## config.mk

```make
export PLATFORM = sky130hd
export DESIGN_NAME = memory_access_flat
export DESIGN_NICKNAME = d
export VERILOG_FILES = /design/src/rtl/memory_access_if.sv /design/src/rtl/memory_access.sv /design/src/flat_wrapper.sv
export SDC_FILE = /design/constraint.sdc
export NUM_CORES = 1
export LEC_CHECK = 0
export CORE_MARGIN = 2
export CORE_UTILIZATION = 46
export CTS_CLUSTER_SIZE = 16
export DETAILED_ROUTE_END_ITERATION = 10
export PLACE_DENSITY_LB_ADDON = 0.3
export SLEW_MARGIN = 20
export SYNTH_ARGS = -nofsm -noshare
export SYNTH_HDL_FRONTEND = slang
export SYNTH_SLANG_ARGS = --single-unit
```

## constraint.sdc

```tcl
create_clock -name clk -period 2.6 [get_ports clk]
set_clock_uncertainty 0.15 [all_clocks]
set_input_delay 0.26 -clock clk [delete_from_list [all_inputs] [get_ports clk]]
set_output_delay 0.26 -clock clk [all_outputs]
set_load 0.01 [all_outputs]
```

## src/rtl/memory_access_if.sv

```systemverilog
// ----------------------------------------------------------------------------
// memory_access_if
// Load/store handshake between the MEM pipeline stage and data memory.
//
// Signals:
//   memReqOutput        stage -> memory  access request (held until ack)
//   memWeOutput         stage -> memory  1 = write, 0 = read
//   memAddressOutput    stage -> memory  word-aligned byte address
//   memWriteDataOutput  stage -> memory  store data
//   memAckInput         memory -> stage  access completes this cycle
//   memReadDataInput    memory -> stage  load data, valid with memAckInput
//
// Modports:
//   master  the MEM stage (issues requests)
//   slave   the data memory (answers requests)
// ----------------------------------------------------------------------------
interface memory_access_if;
  logic        memReqOutput;
  logic        memWeOutput;
  logic [31:0] memAddressOutput;
  logic [31:0] memWriteDataOutput;
  logic        memAckInput;
  logic [31:0] memReadDataInput;

  modport master (
    output memReqOutput,
    output memWeOutput,
    output memAddressOutput,
    output memWriteDataOutput,
    input  memAckInput,
    input  memReadDataInput
  );

  modport slave (
    input  memReqOutput,
    input  memWeOutput,
    input  memAddressOutput,
    input  memWriteDataOutput,
    output memAckInput,
    output memReadDataInput
  );
endinterface

```

## src/rtl/memory_access.sv

```systemverilog
// ----------------------------------------------------------------------------
// memory_access
// MEM stage of the 5-stage MIPS pipeline. Holds the EX/MEM register, runs the
// load/store handshake with a data memory that may insert wait states, owns
// the MEM/WB register and returns the EX/MEM values to execute for forwarding.
// While an access is outstanding (or after a fault) the front of the pipeline
// is stalled.
//
// Parameters:
//   TIMEOUT_CYCLES  WAIT cycles without ack before the timeout fault (1..65535)
//
// Ports:
//   clk, reset                 clock, asynchronous active-low reset
//   *Input (EX result)         memToReg, regWrite, memWrite, memRead,
//                              aluResult/address, store data, destination reg
//   mem                        data memory handshake (master side)
//   *MemOutput                 forwarding copies of the EX/MEM fields
//   memToRegOutput .. regWriteRegisterOutput
//                              MEM/WB register contents
//   stallOutput                hold PC, IF/ID, ID/EX and EX/MEM
//   errorOutput, errorCodeOutput
//                              sticky fault flag, 01 misaligned / 10 timeout
// ----------------------------------------------------------------------------
module memory_access #(
  parameter int unsigned TIMEOUT_CYCLES = 255
) (
  input  logic                  clk,
  input  logic                  reset,

  input  logic                  memToRegInput,
  input  logic                  regWriteInput,
  input  logic                  memWriteInput,
  input  logic                  memReadInput,
  input  logic [31:0]           aluResultInput,
  input  logic [31:0]           memWriteDataInput,
  input  logic [4:0]            regWriteRegisterInput,

  memory_access_if.master       mem,

  output logic [31:0]           aluResultMemOutput,
  output logic                  regWriteMemOutput,
  output logic [4:0]            regWriteRegisterMemOutput,

  output logic                  memToRegOutput,
  output logic                  regWriteOutput,
  output logic [31:0]           readDataOutput,
  output logic [31:0]           aluResultOutput,
  output logic [4:0]            regWriteRegisterOutput,

  output logic                  stallOutput,
  output logic                  errorOutput,
  output logic [1:0]            errorCodeOutput
);

  typedef enum logic [1:0] {
    IDLE  = 2'd0,
    WAIT  = 2'd1,
    ERROR = 2'd2
  } state_t;

  localparam logic [1:0]  CODE_MISALIGNED = 2'b01;
  localparam logic [1:0]  CODE_TIMEOUT    = 2'b10;
  localparam logic [15:0] WAIT_LAST       = 16'(TIMEOUT_CYCLES - 1);

  state_t      state_q, state_d;
  logic [1:0]  err_code_q, err_code_d;
  logic [15:0] wait_count_q, wait_count_d;

  // EX/MEM register
  logic        ex_mem_to_reg_q, ex_mem_to_reg_d;
  logic        ex_reg_write_q, ex_reg_write_d;
  logic        ex_mem_write_q, ex_mem_write_d;
  logic        ex_mem_read_q, ex_mem_read_d;
  logic [31:0] ex_alu_result_q, ex_alu_result_d;
  logic [31:0] ex_write_data_q, ex_write_data_d;
  logic [4:0]  ex_dest_q, ex_dest_d;

  // MEM/WB register
  logic        wb_mem_to_reg_q, wb_mem_to_reg_d;
  logic        wb_reg_write_q, wb_reg_write_d;
  logic [31:0] wb_read_data_q, wb_read_data_d;
  logic [31:0] wb_alu_result_q, wb_alu_result_d;
  logic [4:0]  wb_dest_q, wb_dest_d;

  logic        in_wait;
  logic        stall;
  logic        ex_is_load;
  logic        in_mem_op;
  logic        in_misaligned;
  state_t      capture_state;
  logic [1:0]  capture_code;

  // Stall is combinational on ack so a first-cycle ack costs no bubble.
  // A store wins when both read and write are flagged, so only a pure read
  // is treated as a load.
  always_comb begin
    in_wait       = (state_q == WAIT);
    stall         = (state_q == ERROR) || (in_wait && !mem.memAckInput);
    ex_is_load    = ex_mem_read_q && !ex_mem_write_q;
    in_mem_op     = memReadInput || memWriteInput;
    in_misaligned = (aluResultInput[1:0] != 2'b00);

    // Where the FSM goes when an advancing edge captures the current EX result
    capture_state = IDLE;
    capture_code  = err_code_q;
    if (in_mem_op) begin
      if (in_misaligned) begin
        capture_state = ERROR;
        capture_code  = CODE_MISALIGNED;
      end else begin
        capture_state = WAIT;
      end
    end
  end

  // Next-state logic for the pipeline registers, the wait counter and the FSM
  always_comb begin
    state_d         = state_q;
    err_code_d      = err_code_q;
    wait_count_d    = wait_count_q;

    ex_mem_to_reg_d = ex_mem_to_reg_q;
    ex_reg_write_d  = ex_reg_write_q;
    ex_mem_write_d  = ex_mem_write_q;
    ex_mem_read_d   = ex_mem_read_q;
    ex_alu_result_d = ex_alu_result_q;
    ex_write_data_d = ex_write_data_q;
    ex_dest_d       = ex_dest_q;

    wb_mem_to_reg_d = wb_mem_to_reg_q;
    wb_reg_write_d  = wb_reg_write_q;
    wb_read_data_d  = wb_read_data_q;
    wb_alu_result_d = wb_alu_result_q;
    wb_dest_d       = wb_dest_q;

    if (!stall) begin
      ex_mem_to_reg_d = memToRegInput;
      ex_reg_write_d  = regWriteInput;
      ex_mem_write_d  = memWriteInput;
      ex_mem_read_d   = memReadInput;
      ex_alu_result_d = aluResultInput;
      ex_write_data_d = memWriteDataInput;
      ex_dest_d       = regWriteRegisterInput;

      wb_mem_to_reg_d = ex_mem_to_reg_q;
      wb_reg_write_d  = ex_reg_write_q;
      wb_alu_result_d = ex_alu_result_q;
      wb_dest_d       = ex_dest_q;
    end else begin
      // Bubble into write-back: nothing is written while the stage is held
      wb_mem_to_reg_d = 1'b0;
      wb_reg_write_d  = 1'b0;
    end

    case (state_q)
      IDLE: begin
        state_d    = capture_state;
        err_code_d = capture_code;
      end
      WAIT: begin
        if (mem.memAckInput) begin
          wait_count_d = 16'd0;
          if (ex_is_load) begin
            wb_read_data_d = mem.memReadDataInput;
          end
          state_d    = capture_state;
          err_code_d = capture_code;
        end else begin
          wait_count_d = wait_count_q + 16'd1;
          if (wait_count_q == WAIT_LAST) begin
            state_d    = ERROR;
            err_code_d = CODE_TIMEOUT;
          end
        end
      end
      ERROR: begin
        state_d = ERROR;
      end
      default: begin
        state_d = IDLE;
      end
    endcase
  end

  // All state in one register bank; an asynchronous reset abandons any
  // pending access because the request is decoded from the state.
  always_ff @(posedge clk or negedge reset) begin
    if (!reset) begin
      state_q         <= IDLE;
      err_code_q      <= 2'b00;
      wait_count_q    <= 16'd0;
      ex_mem_to_reg_q <= 1'b0;
      ex_reg_write_q  <= 1'b0;
      ex_mem_write_q  <= 1'b0;
      ex_mem_read_q   <= 1'b0;
      ex_alu_result_q <= 32'd0;
      ex_write_data_q <= 32'd0;
      ex_dest_q       <= 5'd0;
      wb_mem_to_reg_q <= 1'b0;
      wb_reg_write_q  <= 1'b0;
      wb_read_data_q  <= 32'd0;
      wb_alu_result_q <= 32'd0;
      wb_dest_q       <= 5'd0;
    end else begin
      state_q         <= state_d;
      err_code_q      <= err_code_d;
      wait_count_q    <= wait_count_d;
      ex_mem_to_reg_q <= ex_mem_to_reg_d;
      ex_reg_write_q  <= ex_reg_write_d;
      ex_mem_write_q  <= ex_mem_write_d;
      ex_mem_read_q   <= ex_mem_read_d;
      ex_alu_result_q <= ex_alu_result_d;
      ex_write_data_q <= ex_write_data_d;
      ex_dest_q       <= ex_dest_d;
      wb_mem_to_reg_q <= wb_mem_to_reg_d;
      wb_reg_write_q  <= wb_reg_write_d;
      wb_read_data_q  <= wb_read_data_d;
      wb_alu_result_q <= wb_alu_result_d;
      wb_dest_q       <= wb_dest_d;
    end
  end

  // Bus is quiet outside WAIT; inside WAIT it comes straight from EX/MEM,
  // which is frozen by the stall, so it cannot change mid-access.
  always_comb begin
    mem.memReqOutput       = in_wait;
    mem.memWeOutput        = in_wait && ex_mem_write_q;
    mem.memAddressOutput   = in_wait ? ex_alu_result_q : 32'd0;
    mem.memWriteDataOutput = in_wait ? ex_write_data_q : 32'd0;

    // Writes to $zero are never forwarded
    aluResultMemOutput        = ex_alu_result_q;
    regWriteMemOutput         = ex_reg_write_q && (ex_dest_q != 5'd0);
    regWriteRegisterMemOutput = ex_dest_q;

    memToRegOutput         = wb_mem_to_reg_q;
    regWriteOutput         = wb_reg_write_q;
    readDataOutput         = wb_read_data_q;
    aluResultOutput        = wb_alu_result_q;
    regWriteRegisterOutput = wb_dest_q;

    stallOutput     = stall;
    errorOutput     = (state_q == ERROR);
    errorCodeOutput = err_code_q;
  end

endmodule

```

## src/flat_wrapper.sv

```systemverilog
// flat-port wrapper written by rule: the top's interface ports become plain ports
module memory_access_flat 
#(
  parameter int unsigned TIMEOUT_CYCLES = 255
)
  (clk, reset, memToRegInput, regWriteInput, memWriteInput, memReadInput, aluResultInput, memWriteDataInput, regWriteRegisterInput, aluResultMemOutput, regWriteMemOutput, regWriteRegisterMemOutput, memToRegOutput, regWriteOutput, readDataOutput, aluResultOutput, regWriteRegisterOutput, stallOutput, errorOutput, errorCodeOutput, mem_memReqOutput, mem_memWeOutput, mem_memAddressOutput, mem_memWriteDataOutput, mem_memAckInput, mem_memReadDataInput);
  memory_access_if mem_i ();
  input  logic clk;
  input  logic reset;
  input  logic memToRegInput;
  input  logic regWriteInput;
  input  logic memWriteInput;
  input  logic memReadInput;
  input  logic [31:0] aluResultInput;
  input  logic [31:0] memWriteDataInput;
  input  logic [4:0] regWriteRegisterInput;
  output logic [31:0] aluResultMemOutput;
  output logic regWriteMemOutput;
  output logic [4:0] regWriteRegisterMemOutput;
  output logic memToRegOutput;
  output logic regWriteOutput;
  output logic [31:0] readDataOutput;
  output logic [31:0] aluResultOutput;
  output logic [4:0] regWriteRegisterOutput;
  output logic stallOutput;
  output logic errorOutput;
  output logic [1:0] errorCodeOutput;
  output wire logic [$bits(mem_i.memReqOutput)-1:0] mem_memReqOutput;
  output wire logic [$bits(mem_i.memWeOutput)-1:0] mem_memWeOutput;
  output wire logic [$bits(mem_i.memAddressOutput)-1:0] mem_memAddressOutput;
  output wire logic [$bits(mem_i.memWriteDataOutput)-1:0] mem_memWriteDataOutput;
  input wire logic [$bits(mem_i.memAckInput)-1:0] mem_memAckInput;
  input wire logic [$bits(mem_i.memReadDataInput)-1:0] mem_memReadDataInput;
  assign mem_memReqOutput = mem_i.memReqOutput;
  assign mem_memWeOutput = mem_i.memWeOutput;
  assign mem_memAddressOutput = mem_i.memAddressOutput;
  assign mem_memWriteDataOutput = mem_i.memWriteDataOutput;
  assign mem_i.memAckInput = mem_memAckInput;
  assign mem_i.memReadDataInput = mem_memReadDataInput;
  memory_access #(.TIMEOUT_CYCLES(TIMEOUT_CYCLES)) u_core (.clk(clk), .reset(reset), .memToRegInput(memToRegInput), .regWriteInput(regWriteInput), .memWriteInput(memWriteInput), .memReadInput(memReadInput), .aluResultInput(aluResultInput), .memWriteDataInput(memWriteDataInput), .regWriteRegisterInput(regWriteRegisterInput), .mem(mem_i), .aluResultMemOutput(aluResultMemOutput), .regWriteMemOutput(regWriteMemOutput), .regWriteRegisterMemOutput(regWriteRegisterMemOutput), .memToRegOutput(memToRegOutput), .regWriteOutput(regWriteOutput), .readDataOutput(readDataOutput), .aluResultOutput(aluResultOutput), .regWriteRegisterOutput(regWriteRegisterOutput), .stallOutput(stallOutput), .errorOutput(errorOutput), .errorCodeOutput(errorCodeOutput));
endmodule
```

==> impl_metrics.toml <==
[status]
status = "complete, no violations"

[floorplan]
coreArea_mm2 = 0.0146
die_h_um = 127
die_x_um = 127
start_util_pct = 47.3
io_pins = 287
num_rows = 44
die-area_mm2 = 0.0161

[logic_synthesis]
synth.distinct_cells = 44
ys_seq_elements = 164
syn_area_mm2 = 0.00693
ys_warn_count = 0
synth-edff-count = 0
syn-num-nets = 616
synthFlopType = "dfrtp_1"
async_reset_ff_share_pct = 100
ys_seq_area_share_pct = 59.2
syn_inst = 506
postSynthAreaPerCell_um2 = 13.7

[layout]
fin_nets = 907
final-seq-area_mm2 = 0.00410
drive_gt1_share_pct = 23.6
fill_cells = 956
antenna-diode-count = 0
syn2layout_area_growth_pct = 53.2
finalNonFillerCells = 993
multiInputGateArea_mm2 = 0.00266

[drt]
wire_per_inst_um = 18.7
final_antenna_net_count = 0
firstDrtPassIters = 4
drt_iter0_markers = 217
via_count = 5182
route.detailed.drc = 0
viasPerCell = 5.22
finalWirelength_um = 18500

[sta]
max_freq_mhz = 397
hold_viol = 0
tightest_slew_ps = 653
fin_crit_ps = 2520
final_max_slew_viol_count = 0
rsz0062_at_grt = "false"
tns_ps = 0
fin_hold_ws_ps = 261
fin_crit_sh_pct = 96.9
setup_viol = 0
relSlewSlack_pct = 56.5

[global_routing]
use_met3_pct = 8.14
grt_overflow = 0
antenna_found_initial = 0
met2_usage_pct = 40.5
grt_pass1_vias = 5522
grt_use_met1_pct = 26.7
grt_first_pass_wirelength_um = 29000
gr-max-usage-layer = "met2"
grt_use_total_pct = 23.3
grt_max_degree = 70

[clock_network]
clockBufferDepth = 2
clk_latency_ps = 420
root_buffer = "clkbuf_16"
cts_tree = "built"
clk_pin_slew_ps = 60
cts_sinks = 164
numCtsBuffers = 17
htreeDepth = 4

[critical_path]
worstPathArrival_ps = 2110
path_max_fanout = 34
cp-end-kind = "output port"
crit_path_start_kind = "flip-flop"
worstSetupPathType = "reg2out"
cp_data_required_time_ps = 2190

[power]
p_leak_uw = 0.00450
vdd_ir_drop_max_mv = 0.672
pwr_density_cell_mw_per_mm2 = 1060

[flow_run]
cap_violations = 0

[placed_design]
gp_congestion = 0.804
port_buffers = 286
hpwl_um = 13000
placed_cells = 960

[worst_hold_path]
min_path_type = "in2async"
## per-stage QoR
step           total power, uW  util (%)  setup WS, ps  instance area [um2]
6_report                 11300      72.5          81.0                10600
5_1_grt                  11900      72.5         0.836                10600
4_1_cts                  11400      72.5          34.4                10600
3_5_place_dp              8980      68.5           407                10000
3_3_place_gp              8780      68.5           464                10000
2_1_floorplan             6560         -           815                 6930
## final timing paths
| path | start | end | slack, ps | cells past startpoint |
|---|---|---|---|---|
| setup / recovery | u_core.state_q[1] | mem_memWriteDataOutput[27] | 80 | 5 |
| hold / removal | reset | u_core.aluResultOutput[1] | 260 | 2 |
| setup reg to reg | u_core.state_q[1] | u_core.aluResultOutput[11] | 630 | 6 |
| hold reg to reg | u_core.readDataOutput[5] | u_core.readDataOutput[5] | 330 | 1 |
| max in group asynchronous | reset | u_core.aluResultMemOutput[6] | 1320 | 3 |
| min in group clk | mem_memReadDataInput[6] | u_core.readDataOutput[6] | 290 | 2 |
## what timing repair did
item                                   CTS  global route
setup endpoints to repair               53             1
hold buffers                             1             0
resized for setup                        4             1
cloned                                   1             0
buffers inserted                         0             0
endpoints found under the hold margin   67             0
pin swaps                                0             0
## flip-flops by register name, indices dropped and copies added, names as in the netlist
name                              flops
u_core.ex_mem_read_q                  1
u_core.ex_reg_write_q                 1
u_core.regWriteRegisterMemOutput      5
u_core.regWriteOutput                 1
u_core.state_q                        2
u_core.ex_mem_write_q                 1
u_core.aluResultOutput               32
u_core.errorCodeOutput                2
u_core.ex_mem_to_reg_q                1
u_core.wait_count_q                  16
u_core.ex_write_data_q               32
u_core.readDataOutput                32
u_core.aluResultMemOutput            32
u_core.regWriteRegisterOutput         5
u_core.memToRegOutput                 1
## kinds of logic after synthesis
family | count (synthesis) | share of synthesized area, %
DFF | 164 | 59.2
muxes | 145 | 23.5
AOI/OAI and AO/OA | 33 | 3.21
and+or+nand+nor | 128 | 11.0
buffers and inverters | 34 | 2.69
adders and majority gates | 2 | 0.361
## power by group
part	internal, uW	switching (uW)	total [uW]
registers	3640	754	4390
logic	2790	1750	4530
clock network	1400	977	2380
## routing by layer
metal  up-vias  part of all wire, %
met2       229                   51
met4         0                  1.9
met5         -                    0
met1      2579                   38
met3        28                  8.7
li1       2346                    -
## cells in the final DEF, fill, tap and decap left out, types with 2 or more instances in the layout
master,Yosys,final
a21o_1,2,2
a21oi_1,5,5
a221o_1,3,3
a31oi_1,5,5
and2_1,67,67
buf_12,0,5
buf_4,2,6
bufinv_16,0,2
clkbuf_1,8,4
clkbuf_16,0,17
clkdlybuf4s50_1,0,284
clkinv_2,0,5
clkinv_4,0,3
dfrtp_1,164,164
ha_1,2,2
inv_1,6,5
mux2_1,2,2
mux2_2,141,141
mux2i_1,2,2
nand2_1,13,13
nand2b_1,4,3
nand3_1,5,5
nand4_1,2,2
nor2_1,15,14
nor2_4,1,2
nor2b_1,2,2
nor3_1,7,7
nor4_1,2,2
o21ai_0,9,9
o31ai_1,2,2
or4_1,2,2
## worst max-delay path: stages, from the launching register on
cell	delay [ps]
dfrtp_1	400
nand2b_2	240
clkinv_4	130
buf_12	200
and2_1	160
clkdlybuf4s50_1	550
## cell usage after synthesis (2+ instances only)
cell type	instances	area, um2
dfrtp_1	164	4100
mux2_2	141	1590
and2_1	67	419
nor2_1	15	56.3
nand2_1	13	48.8
buf_2	11	55.1
o21ai_0	9	45.0
clkbuf_1	8	30.0
nor3_1	7	35.0
inv_1	6	22.5
a21oi_1	5	25.0
a31oi_1	5	31.3
buf_6	5	56.3
nand3_1	5	25.0
nand2b_1	4	25.0
a221o_1	3	30.0
a21o_1	2	15.0
buf_4	2	15.0
ha_1	2	25.0
mux2_1	2	22.5
mux2i_1	2	20.0
nand4_1	2	12.5
nor2b_1	2	12.5
nor4_1	2	12.5
o31ai_1	2	15.0
or4_1	2	15.0
## layout make-up
type                    count  share of cell area, %
clock buffers              21                   4.15
clock inverters            10                   1.04
inverters                   7                  0.294
multi-input cells         308                   25.0
flip-flops and latches    164                   38.6
well taps                 184                   2.17
repair buffers            299                   28.7
No activity file was read; power rests on OpenSTA's default activity.
